File: config.mk
export PLATFORM = sky130hd
export DESIGN_NAME = audio_cue_sequencer
export DESIGN_NICKNAME = d
export VERILOG_FILES = /design/src/rtl/audio_cue_pkg.sv /design/src/rtl/cue_edge_detect.sv /design/src/rtl/audio_cue_sequencer.sv
export SDC_FILE = /design/constraint.sdc
export NUM_CORES = 1
export LEC_CHECK = 0
export CELL_PAD_IN_SITES_DETAIL_PLACEMENT = 1
export CELL_PAD_IN_SITES_GLOBAL_PLACEMENT = 2
export CORE_MARGIN = 5
export CORE_UTILIZATION = 34
export DETAILED_ROUTE_END_ITERATION = 6
export MAX_ROUTING_LAYER = met4
export PLACE_DENSITY = 0.84
export SYNTH_ARGS = -nofsm -noshare
export SYNTH_HDL_FRONTEND = slang
export SYNTH_SLANG_ARGS = --single-unit
File: constraint.sdc
create_clock -name clk -period 2.65 [get_ports clk]
set_clock_uncertainty 0.1 [all_clocks]
set_input_delay 0.53 -clock clk [delete_from_list [all_inputs] [get_ports clk]]
set_output_delay 0.53 -clock clk [all_outputs]
set_load 0.02 [all_outputs]
File: src/rtl/audio_cue_pkg.sv
// -----------------------------------------------------------------------------
// audio_cue_pkg
//
// Shared constants and helpers for the audio cue sequencer:
//   - widths of the note index, the alien counter and the fleet period;
//   - the four-note fleet march tone table (Hz);
//   - a millisecond-to-clock-cycle helper, evaluated at elaboration time only.
//
// No ports (package).
// -----------------------------------------------------------------------------
package audio_cue_pkg;

    // Four march notes -> two-bit index that wraps naturally.
    localparam int unsigned NOTE_IDX_W     = 2;

    // Up to 55 live aliens.
    localparam int unsigned ALIEN_CNT_W    = 6;

    // Square-wave period handed to the audio unit, in clock cycles.
    localparam int unsigned FLEET_PERIOD_W = 32;

    // Fleet march tones, descending, in Hz.
    localparam int unsigned TONE_HZ_0 = 62;
    localparam int unsigned TONE_HZ_1 = 55;
    localparam int unsigned TONE_HZ_2 = 49;
    localparam int unsigned TONE_HZ_3 = 44;

    typedef logic [NOTE_IDX_W-1:0]     note_idx_t;
    typedef logic [ALIEN_CNT_W-1:0]    alien_cnt_t;
    typedef logic [FLEET_PERIOD_W-1:0] fleet_period_t;

    // Tone lookup by note index. Only ever called with constant arguments,
    // so it folds into localparams and never becomes a hardware divider.
    function automatic int unsigned tone_hz(input int unsigned idx);
        int unsigned hz;
        case (idx)
            0:       hz = TONE_HZ_0;
            1:       hz = TONE_HZ_1;
            2:       hz = TONE_HZ_2;
            default: hz = TONE_HZ_3;
        endcase
        return hz;
    endfunction

    // Milliseconds to clock cycles; divide first so large clocks do not
    // overflow 32-bit arithmetic.
    function automatic int unsigned ms_to_cycles(input int unsigned clk_freq,
                                                 input int unsigned ms);
        return (clk_freq / 1000) * ms;
    endfunction

endpackage

File: src/rtl/cue_edge_detect.sv
// -----------------------------------------------------------------------------
// cue_edge_detect
//
// Rise/fall pulse generator for a level input. The previous level is held in a
// register; rise/fall are decoded from that register and the live input, so
// they are valid in the same cycle the input changes and the consumer can
// register them without adding a second cycle of latency.
//
// The history register only updates while 'en' is high, and no edge is
// reported while 'en' is low. A change that happens while disabled therefore
// shows up as an edge on the first enabled cycle.
//
// Ports:
//   clk   in  1  system clock
//   rst   in  1  synchronous reset, active-high (history cleared to 0)
//   en    in  1  update / report enable
//   sig   in  1  level being watched
//   rise  out 1  sig is 1 and the remembered level is 0 (while en)
//   fall  out 1  sig is 0 and the remembered level is 1 (while en)
// -----------------------------------------------------------------------------
module cue_edge_detect (
    input  logic clk,
    input  logic rst,
    input  logic en,
    input  logic sig,
    output logic rise,
    output logic fall
);

    logic prev;

    always_ff @(posedge clk) begin
        if (rst) begin
            prev <= 1'b0;
        end else if (en) begin
            prev <= sig;
        end
    end

    assign rise = en &  sig & ~prev;
    assign fall = en & ~sig &  prev;

endmodule

File: src/rtl/audio_cue_sequencer.sv
// -----------------------------------------------------------------------------
// audio_cue_sequencer
//
// Turns raw game-logic events into control inputs for the audio unit:
//   - fleet_period: square-wave period of the current march note (0 = silent);
//   - one-cycle play/stop pulses for the PCM channels.
// Owns the four-note march sequence, UFO start/stop edge detection, event
// priority, and a freeze window after a player hit during which lower
// priority cues are dropped.
//
// Event interface: every ev_* and fleet_step input is a single-cycle pulse
// that is sampled on exactly one clock edge; there is no back-pressure, and
// anything that cannot be acted on in that cycle is discarded, never queued.
// Every output is registered; each output pulse lasts exactly one cycle and
// appears on the edge that samples its cause.
//
// Compile-time option:
//   AUDIO_FLEET_SPEEDUP_EN  when defined, the note length shrinks as the
//                           fleet thins out (half at <= 8 aliens, quarter at
//                           exactly 1). Undefined: every note is NOTE_CYCLES.
//
// Parameters:
//   CLK_FREQ   system clock in Hz
//   NOTE_MS    march note duration in ms
//   FREEZE_MS  cue suppression window after a player hit, in ms
//
// Ports:
//   clk              in  1   system clock
//   rst              in  1   synchronous reset, active-high
//   game_running     in  1   level; cues allowed only while high
//   fleet_step       in  1   pulse; fleet advanced one step
//   alien_count      in  6   live aliens, 0..55
//   ufo_active       in  1   level; UFO on screen
//   ev_shoot         in  1   pulse; player fired
//   ev_player_hit    in  1   pulse; player destroyed
//   ev_alien_hit     in  1   pulse; alien destroyed
//   ev_ufo_hit       in  1   pulse; UFO destroyed
//   fleet_period     out 32  march square period in clk cycles, 0 = silent
//   play_ufo         out 1   pulse; start UFO loop
//   stop_ufo         out 1   pulse; stop UFO loop
//   play_shoot       out 1   pulse
//   play_player_hit  out 1   pulse
//   play_alien_hit   out 1   pulse
//   play_ufo_hit     out 1   pulse
// -----------------------------------------------------------------------------
module audio_cue_sequencer
    import audio_cue_pkg::*;
#(
    parameter int unsigned CLK_FREQ  = 100_000_000,
    parameter int unsigned NOTE_MS   = 100,
    parameter int unsigned FREEZE_MS = 1000
) (
    input  logic                      clk,
    input  logic                      rst,
    input  logic                      game_running,
    input  logic                      fleet_step,
    input  logic [ALIEN_CNT_W-1:0]    alien_count,
    input  logic                      ufo_active,
    input  logic                      ev_shoot,
    input  logic                      ev_player_hit,
    input  logic                      ev_alien_hit,
    input  logic                      ev_ufo_hit,
    output logic [FLEET_PERIOD_W-1:0] fleet_period,
    output logic                      play_ufo,
    output logic                      stop_ufo,
    output logic                      play_shoot,
    output logic                      play_player_hit,
    output logic                      play_alien_hit,
    output logic                      play_ufo_hit
);

    // -------------------------------------------------------------------------
    // Elaboration-time constants
    // -------------------------------------------------------------------------
    localparam int unsigned TIMER_W = 32;

    localparam logic [TIMER_W-1:0] NOTE_CYCLES   = TIMER_W'(ms_to_cycles(CLK_FREQ, NOTE_MS));
    localparam logic [TIMER_W-1:0] FREEZE_CYCLES = TIMER_W'(ms_to_cycles(CLK_FREQ, FREEZE_MS));

    // Integer-truncated periods of the four march tones.
    localparam fleet_period_t PERIOD_0 = FLEET_PERIOD_W'(CLK_FREQ / tone_hz(0));
    localparam fleet_period_t PERIOD_1 = FLEET_PERIOD_W'(CLK_FREQ / tone_hz(1));
    localparam fleet_period_t PERIOD_2 = FLEET_PERIOD_W'(CLK_FREQ / tone_hz(2));
    localparam fleet_period_t PERIOD_3 = FLEET_PERIOD_W'(CLK_FREQ / tone_hz(3));

    // -------------------------------------------------------------------------
    // State
    // -------------------------------------------------------------------------
    note_idx_t            note_idx;      // next note to play
    logic [TIMER_W-1:0]   note_timer;    // cycles left in current note
    logic [TIMER_W-1:0]   freeze_timer;  // cycles left in post-hit freeze

    // -------------------------------------------------------------------------
    // Edge detection
    // -------------------------------------------------------------------------
    logic ufo_rise;
    logic ufo_fall;
    logic gr_rise;
    logic gr_fall;

    // The UFO history only tracks while the game runs, so a UFO already on
    // screen when play starts (e.g. right after reset) still gets play_ufo.
    cue_edge_detect u_ufo_edge (
        .clk  (clk),
        .rst  (rst),
        .en   (game_running),
        .sig  (ufo_active),
        .rise (ufo_rise),
        .fall (ufo_fall)
    );

    cue_edge_detect u_gr_edge (
        .clk  (clk),
        .rst  (rst),
        .en   (1'b1),
        .sig  (game_running),
        .rise (gr_rise),
        .fall (gr_fall)
    );

    // -------------------------------------------------------------------------
    // Event qualification
    // -------------------------------------------------------------------------
    logic frozen;
    logic accept;     // cues may be acted on this cycle at all
    logic hit_ok;     // player hit takes effect
    logic cue_ok;     // ordinary cues take effect (no player hit this cycle)
    logic step_ok;    // a march note starts this cycle
    logic stop_any;   // any stop_ufo source, collapsed to one pulse

    assign frozen   = (freeze_timer != '0);
    assign accept   = game_running & ~frozen;
    assign hit_ok   = accept & ev_player_hit;
    assign cue_ok   = accept & ~ev_player_hit;
    assign step_ok  = cue_ok & fleet_step & (alien_count != '0);

    // A falling UFO edge stops the loop even while frozen; game_running
    // dropping silences the UFO unconditionally.
    assign stop_any = gr_fall | hit_ok | ufo_fall | (cue_ok & ev_ufo_hit);

    // -------------------------------------------------------------------------
    // Note selection
    // -------------------------------------------------------------------------
    note_idx_t          idx_eff;
    fleet_period_t      next_period;
    logic [TIMER_W-1:0] note_len;

    // A game start restarts the march at the first note, including a step
    // that lands in the very same cycle.
    assign idx_eff = gr_rise ? '0 : note_idx;

    always_comb begin
        next_period = PERIOD_0;
        case (idx_eff)
            2'd0:    next_period = PERIOD_0;
            2'd1:    next_period = PERIOD_1;
            2'd2:    next_period = PERIOD_2;
            default: next_period = PERIOD_3;
        endcase
    end

    always_comb begin
        note_len = NOTE_CYCLES;
`ifdef AUDIO_FLEET_SPEEDUP_EN
        // The single-survivor check must come first: 1 is also <= 8.
        if (alien_count == ALIEN_CNT_W'(1)) begin
            note_len = NOTE_CYCLES >> 2;
        end else if (alien_count <= ALIEN_CNT_W'(8)) begin
            note_len = NOTE_CYCLES >> 1;
        end
`endif
    end

    // -------------------------------------------------------------------------
    // Registered outputs and timers
    // -------------------------------------------------------------------------
    always_ff @(posedge clk) begin
        if (rst) begin
            fleet_period    <= '0;
            play_ufo        <= 1'b0;
            stop_ufo        <= 1'b0;
            play_shoot      <= 1'b0;
            play_player_hit <= 1'b0;
            play_alien_hit  <= 1'b0;
            play_ufo_hit    <= 1'b0;
            note_idx        <= '0;
            note_timer      <= '0;
            freeze_timer    <= '0;
        end else begin
            play_shoot      <= cue_ok & ev_shoot;
            play_alien_hit  <= cue_ok & ev_alien_hit;
            play_ufo_hit    <= cue_ok & ev_ufo_hit;
            play_player_hit <= hit_ok;
            stop_ufo        <= stop_any;
            // Stop beats start when both land in one cycle.
            play_ufo        <= cue_ok & ufo_rise & ~stop_any;

            if (!game_running) begin
                // Idle game: silent march, no pending freeze or note.
                fleet_period <= '0;
                note_timer   <= '0;
                freeze_timer <= '0;
            end else if (hit_ok) begin
                fleet_period <= '0;
                note_timer   <= '0;
                freeze_timer <= FREEZE_CYCLES;
                if (gr_rise) begin
                    note_idx <= '0;
                end
            end else begin
                if (frozen) begin
                    freeze_timer <= freeze_timer - TIMER_W'(1);
                end

                if (step_ok) begin
                    // A step mid-note replaces the current note outright,
                    // so the march never has a silent gap between steps.
                    fleet_period <= next_period;
                    note_timer   <= note_len;
                    note_idx     <= idx_eff + NOTE_IDX_W'(1);
                end else begin
                    if (gr_rise) begin
                        note_idx <= '0;
                    end
                    if (note_timer != '0) begin
                        note_timer <= note_timer - TIMER_W'(1);
                        if (note_timer == TIMER_W'(1)) begin
                            fleet_period <= '0;
                        end
                    end
                end
            end
        end
    end

endmodule

==> results by group, run 1 <==
Routing
  – Detail Route Antenna Nets: 0
  – Detailed Route WL: between 9000 and 10000 µm
  – Drt pass-1 iters: 4
  – Metal3 WL: 261 µm
  – Iter 0 DRT Violations: between 100 and 150
  – Top layer in use: met4
  – Vias per Instance: around 5
  – Met1 WL: around 4400 µm
  – Via count: about 3300
  – Drt drc: 0
  – Routed wl met2: approximately 4700 µm
  – Drt wl/cell: ~14 µm

Placed design
  – Dpl hpwl: 6970 µm
  – PortBufs: 40
  – Routability cong.: about 0.74

Logic synthesis
  – Top-count cell post-synth: dfxtp_1
  – Synth Flop Type: dfxtp_1
  – EDFF count, synth: 0
  – Post-synth cell types: 50
  – Seq cells post-synth: 85
  – Post-Synthesis Cells: ~460
  – Post-synth top area cell: dfxtp_1
  – Avg Cell Area, Syn: roughly 9 µm²
  – Most instantiated cells after synthesis: 85 x dfxtp_1, 84 x nor2_1, 32 x a21oi_1, 32 x nand2_1, 27 x xor2_1
  – Ys Warns: 0
  – Post-synthesis sequential area ratio: 0.415
  – Synth top area cells: dfxtp_1 41%, nor2_1 7.7%, xor2_1 5.8%
  – Post-synth ARST share: 0
  – Yosys top cell area share: 0.415
  – Netlist Area Pre-Place: 4110 µm²

Setup path
  – Crit-path cells: inv_1 > ha_1 > nor3b_2 > and4_1 > nand2_1 > nor2_1 > nand2_1 > a21oi_1
  – Worst Path Max Fanout: 6
  – Critical path arrival: between 2 and 3 ns
  – CP startpoint: freeze_timer[0]
  – Critical Path End Type: flop
  – Setup CP Type: reg -> reg
  – Critical-path top delay cell: nor2_1
  – Reg-to-Reg Start: freeze_timer[0]
  – Startpoint Class: flop
  – Crit path largest cell delay: ~0.39 ns
  – CP required: 2.82 ns
  – Worst path most repeated cell: nand2_1

Final layout
  – Fillers: between 1000 and 1500
  – Antenna Cells: 0
  – Final nets: approximately 530
  – Ratio of cells with drive above 1 in the final layout: 0.0886
  – Layout area overhead: 19.7%
  – Register area: 1700 µm²
  – Area of the multi-input gates: about 2200 µm²

CTS
  – CTS Sinks: 85
  – H-Tree Level Count: 3
  – TritonCTS clock tree: built
  – Clock tree buffer depth: 2
  – Post-CTS Hold Buffers: 0
  – Clk root buf: clkbuf_16
  – Worst-Skew Late Latency: roughly 0.34 ns
  – Setup Fix Bufs, Post-CTS: 0
  – Post-CTS sizing: 0
  – CTS buffer count: 9
  – Reg clk slew, reported paths: 0.07 ns

Status
  – Outcome: completed

Timing
  – Final TNS setup: 0 ns
  – Final cycle utilization of the critical path: 0.886
  – Final Max Tran Viols: 0
  – Final Hold Violating Endpoints: 0
  – Fmax: 426 MHz
  – Rel. slew slack: 0.643
  – Setup violations, final: 0
  – Final Critical Period: roughly 2.3 ns
  – RSZ-0062 raised after global routing: false
  – Worst Tran Pin Value: ~0.53 ns

Floorplanning
  – Initial Util: 0.345
  – Core area: between 10000 and 15000 µm²
  – Die area: approximately 14000 µm²
  – Placement row count: 40
  – Vert. Die Dim: between 100 and 150 µm
  – # IOs: 53
  – Die width: approximately 120 µm

Global route
  – Largest net degree at the start of global routing: 27
  – Initial antenna violation count: 0
  – Grt ovf: 0
  – Number of global-route vias before repair: between 3000 and 4000
  – GRT Util Overall: 0.142
  – First-pass GRT wire length: between 15000 and 20000 µm

Min path
  – Min-Delay Startpoint: note_idx[0]
  – Hold WC Path Type: reg -> reg

Run
  – Maxcap violations: 0
## logic make-up (layout without fill, tap and decap cells)
family / count (synthesis) / after routing / share of synthesized area
AOI/OAI and AO/OA: 62 / 62 / 0.0975
xor gates and xnor gates: 53 / 53 / 0.113
adders and majority gates: 9 / 9 / 0.0274
buffers and inverters: 43 / 76 / 0.0628
DFF: 85 / 85 / 0.415
muxes: 2 / 2 / 0.00488
other: 1 / 12 / 0.000913
and+or+nand+nor: 209 / 209 / 0.279
## worst max-delay path, delay by kind of cell, from the launching register on
family	cells	cell delay, ns
compound gates	1	0.17
fa+ha+maj	1	0.20
buf+inv	1	0.10
flops	1	0.34
simple gates	5	1.38
## layer usage
| metal | GRT usage | vias to the layer above |
|---|---|---|
| met2 | 0.243 | 38 |
| met3 | 0.0306 | 10 |
| li1 | - | 1653 |
| met4 | 0.0408 | 0 |
| met5 | - | - |
| met1 | 0.170 | 1607 |
## final cells by class
type	instances	area share
multi-input cells	347	0.445
flip-flops and latches	85	0.346
repair buffers	52	0.0998
clock buffers	9	0.0458
well taps	147	0.0374
clock inverters	7	0.0199
inverters	8	0.00611
## final timing paths
check / slack (ns) / end / cells past startpoint
worst min register to register: 0.39 / note_idx[0] / 2
worst min-delay path: 0.39 / note_idx[0] / 2
worst max register to register: 0.30 / fleet_period[16] / 8
worst max-delay path: 0.30 / fleet_period[16] / 8
## layout by cell type (no fill, tap or decap), types with 3 or more instances in the layout
| cell | netlist | final |
|---|---|---|
| nor4_4 | 4 | 4 |
| or4_1 | 4 | 4 |
| o21ai_0 | 6 | 6 |
| nand4_2 | 3 | 3 |
| nor4_1 | 15 | 15 |
| buf_4 | 21 | 12 |
| ha_1 | 9 | 9 |
| or3_1 | 10 | 10 |
| dfxtp_1 | 85 | 85 |
| and2_1 | 4 | 4 |
| conb_1 | 1 | 12 |
| a22oi_1 | 4 | 4 |
| xor2_1 | 27 | 27 |
| nor2_1 | 84 | 84 |
| and3_1 | 3 | 3 |
| inv_1 | 8 | 8 |
| nor3_1 | 10 | 10 |
| nor4_2 | 5 | 5 |
| clkdlybuf4s50_1 | 0 | 40 |
| nand3b_1 | 3 | 3 |
| nand4b_1 | 3 | 3 |
| nand3_1 | 12 | 12 |
| and4_1 | 3 | 3 |
| clkbuf_16 | 0 | 9 |
| a21oi_1 | 32 | 32 |
| nand2b_1 | 5 | 5 |
| xnor2_1 | 26 | 26 |
| nor3b_1 | 3 | 3 |
| nand2_1 | 32 | 32 |
| a311oi_1 | 3 | 3 |
## sequential cells by signal, indices dropped and copies added, names as in the netlist
name	flops
freeze_timer	32
note_idx	2
note_timer	32
play_ufo_hit	1
stop_ufo	1
u_ufo_edge.prev	1
u_gr_edge.prev	1
fleet_period	11
play_shoot	1
play_ufo	1
play_player_hit	1
play_alien_hit	1
## per-stage QoR
stage	instances	utilization	setup slack, ns	cell area, µm²	hold WS [ns]
finish	655	0.413	0.301	4920	0.386
global route	655	0.413	0.123	4920	0.423
CTS	655	0.413	0.316	4920	0.383
detailed placement	639	0.386	0.231	4590	0.374
global placement	639	0.386	0.305	4590	0.370
floorplan	475	-	0.564	4150	0.348
Power of run 1 is not shown: default switching activity piles up to over one toggle a cycle in this logic, so the estimate is an artifact.
==> inputs of run 2 (changes only) <==
==> constraint.sdc (replaced) <==
create_clock -name clk -period 2.65 [get_ports clk]
set_clock_uncertainty 0.1 [all_clocks]
set_input_delay 0.265 -clock clk [delete_from_list [all_inputs] [get_ports clk]]
set_output_delay 0.265 -clock clk [all_outputs]
set_load 0.02 [all_outputs]
==> results by group, run 2 (synthesis gave the netlist of run 1 again) <==
CTS
  – Worst-Skew Late Latency: between 0.3 and 0.4 ns
  – Clk root buf: clkbuf_16
  – CTS Sinks: 85
  – Reg clk slew, reported paths: 0.06 ns
  – Post-CTS sizing: 0
  – H-Tree Level Count: 3
  – Post-CTS Hold Buffers: 0
  – TritonCTS clock tree: built
  – Setup Fix Bufs, Post-CTS: 0
  – Clock tree buffer depth: 2
  – CTS buffer count: 9

Routing
  – Drt drc: 0
  – Via count: around 3300
  – Detailed Route WL: roughly 9500 µm
  – Iter 0 DRT Violations: 124
  – Drt pass-1 iters: 4
  – Vias per Instance: about 5.0
  – Detail Route Antenna Nets: 0
  – Drt wl/cell: about 15 µm

Global route
  – Grt ovf: 0
  – Number of global-route vias before repair: 3336
  – First-pass GRT wire length: about 16000 µm
  – GRT Util Overall: 0.143
  – Largest net degree at the start of global routing: 33
  – Initial antenna violation count: 0

Timing
  – Final Critical Period: around 2.3 ns
  – Final Hold Violating Endpoints: 0
  – RSZ-0062 raised after global routing: false
  – Final Max Tran Viols: 0
  – Final TNS setup: 0 ns
  – Rel. slew slack: 0.607
  – Worst Tran Pin Value: 0.583 ns
  – Fmax: approximately 440 MHz
  – Final cycle utilization of the critical path: 0.851
  – Setup violations, final: 0

Setup path
  – Setup CP Type: reg -> reg
  – Worst Path Max Fanout: 10
  – Critical path arrival: approximately 2.4 ns
  – Critical-path top delay cell: nor4_1
  – CP required: around 2.8 ns
  – Startpoint Class: flop
  – Crit path largest cell delay: ~0.5 ns
  – Crit-path cells: nor4_1 > nand3_1 > buf_4 > o31a_1 > a21oi_1 > nor2_1
  – Critical Path End Type: flop

Final layout
  – Antenna Cells: 0
  – Ratio of cells with drive above 1 in the final layout: 0.0789
  – Biggest regs: freeze_timer x32, note_timer x32, fleet_period x11
  – Final nets: between 500 and 600
  – Most common cell after layout, fill and taps aside: dfxtp_1
  – Most frequent cells in the layout: 85 x dfxtp_1, 84 x nor2_1, 40 x clkdlybuf4s50_1
  – Layout area overhead: 18.3%
  – Fillers: approximately 1400

Floorplanning
  – Initial Util: 0.345
  – Vert. Die Dim: about 120 µm
  – Core area: roughly 12000 µm²
  – Placement row count: 40
  – # IOs: 53
  – Die width: 120 µm
  – Die area: about 14000 µm²

Min path
  – Hold WC Path Type: reg -> reg

Run
  – Maxcap violations: 0

Status
  – Outcome: completed

Placed design
  – PortBufs: 40
  – Routability cong.: around 0.78
  – Dpl hpwl: just under 7000 µm
-- run 2: cell count changes in the layout (fill, tap and decap cells not counted) --
cell and delta:
clkbuf_1 +4, inv_6 -1, bufinv_16 -2, clkinv_4 -1, clkbuf_8 +2, buf_4 -1
clkinvlp_4 -2
-- run 2: worst max-delay path: cells and delay by family, from the launching register on --
family / cells / cell delay, ns
AOI/OAI and AO/OA: 2 / 0.58
and+or+nand+nor: 3 / 0.84
buffers and inverters: 1 / 0.25
DFF: 1 / 0.35
-- run 2: cell type report --
class,count,area [µm²],share of cell area
clock buffer,15,268,0.0551
sequential,85,1700,0.350
inverter,8,30.0,0.00618
timing repair buffer,51,483,0.0994
multi-input combinational,347,2190,0.450
tap,147,184,0.0379
clock inverter,1,5.00,0.00103
-- run 2: path summary, 6_finish.rpt --
path / to / slack, ns / depth (start not counted) / from
worst max register to register: fleet_period[20] / 0.39 / 6 / note_timer[16]
worst min-delay path: note_idx[0] / 0.38 / 2 / note_idx[0]
worst min register to register: note_idx[0] / 0.38 / 2 / note_idx[0]
worst max-delay path: fleet_period[20] / 0.39 / 6 / note_timer[16]
-- run 2: layer usage --
metal | track usage | routed length, µm | vias to the layer above
met5 | - | 0 | -
met4 | 0.0659 | 174 | 0
met3 | 0.0306 | 290 | 14
met2 | 0.222 | 4480 | 39
met1 | 0.179 | 4580 | 1591
li1 | - | - | 1649
-- run 2: per-stage QoR --
step	cells	instance area [µm²]	utilization	hold slack, ns	setup WS (ns)
after floorplan	475	4150	-	0.234	0.607
after global placement	638	4590	0.385	0.371	0.399
after detailed placement	638	4590	0.385	0.369	0.352
after CTS	654	4860	0.408	0.377	0.377
after global routing	654	4860	0.408	0.392	0.191
final	654	4860	0.408	0.378	0.395
Power of run 2 is left out for the same reason.
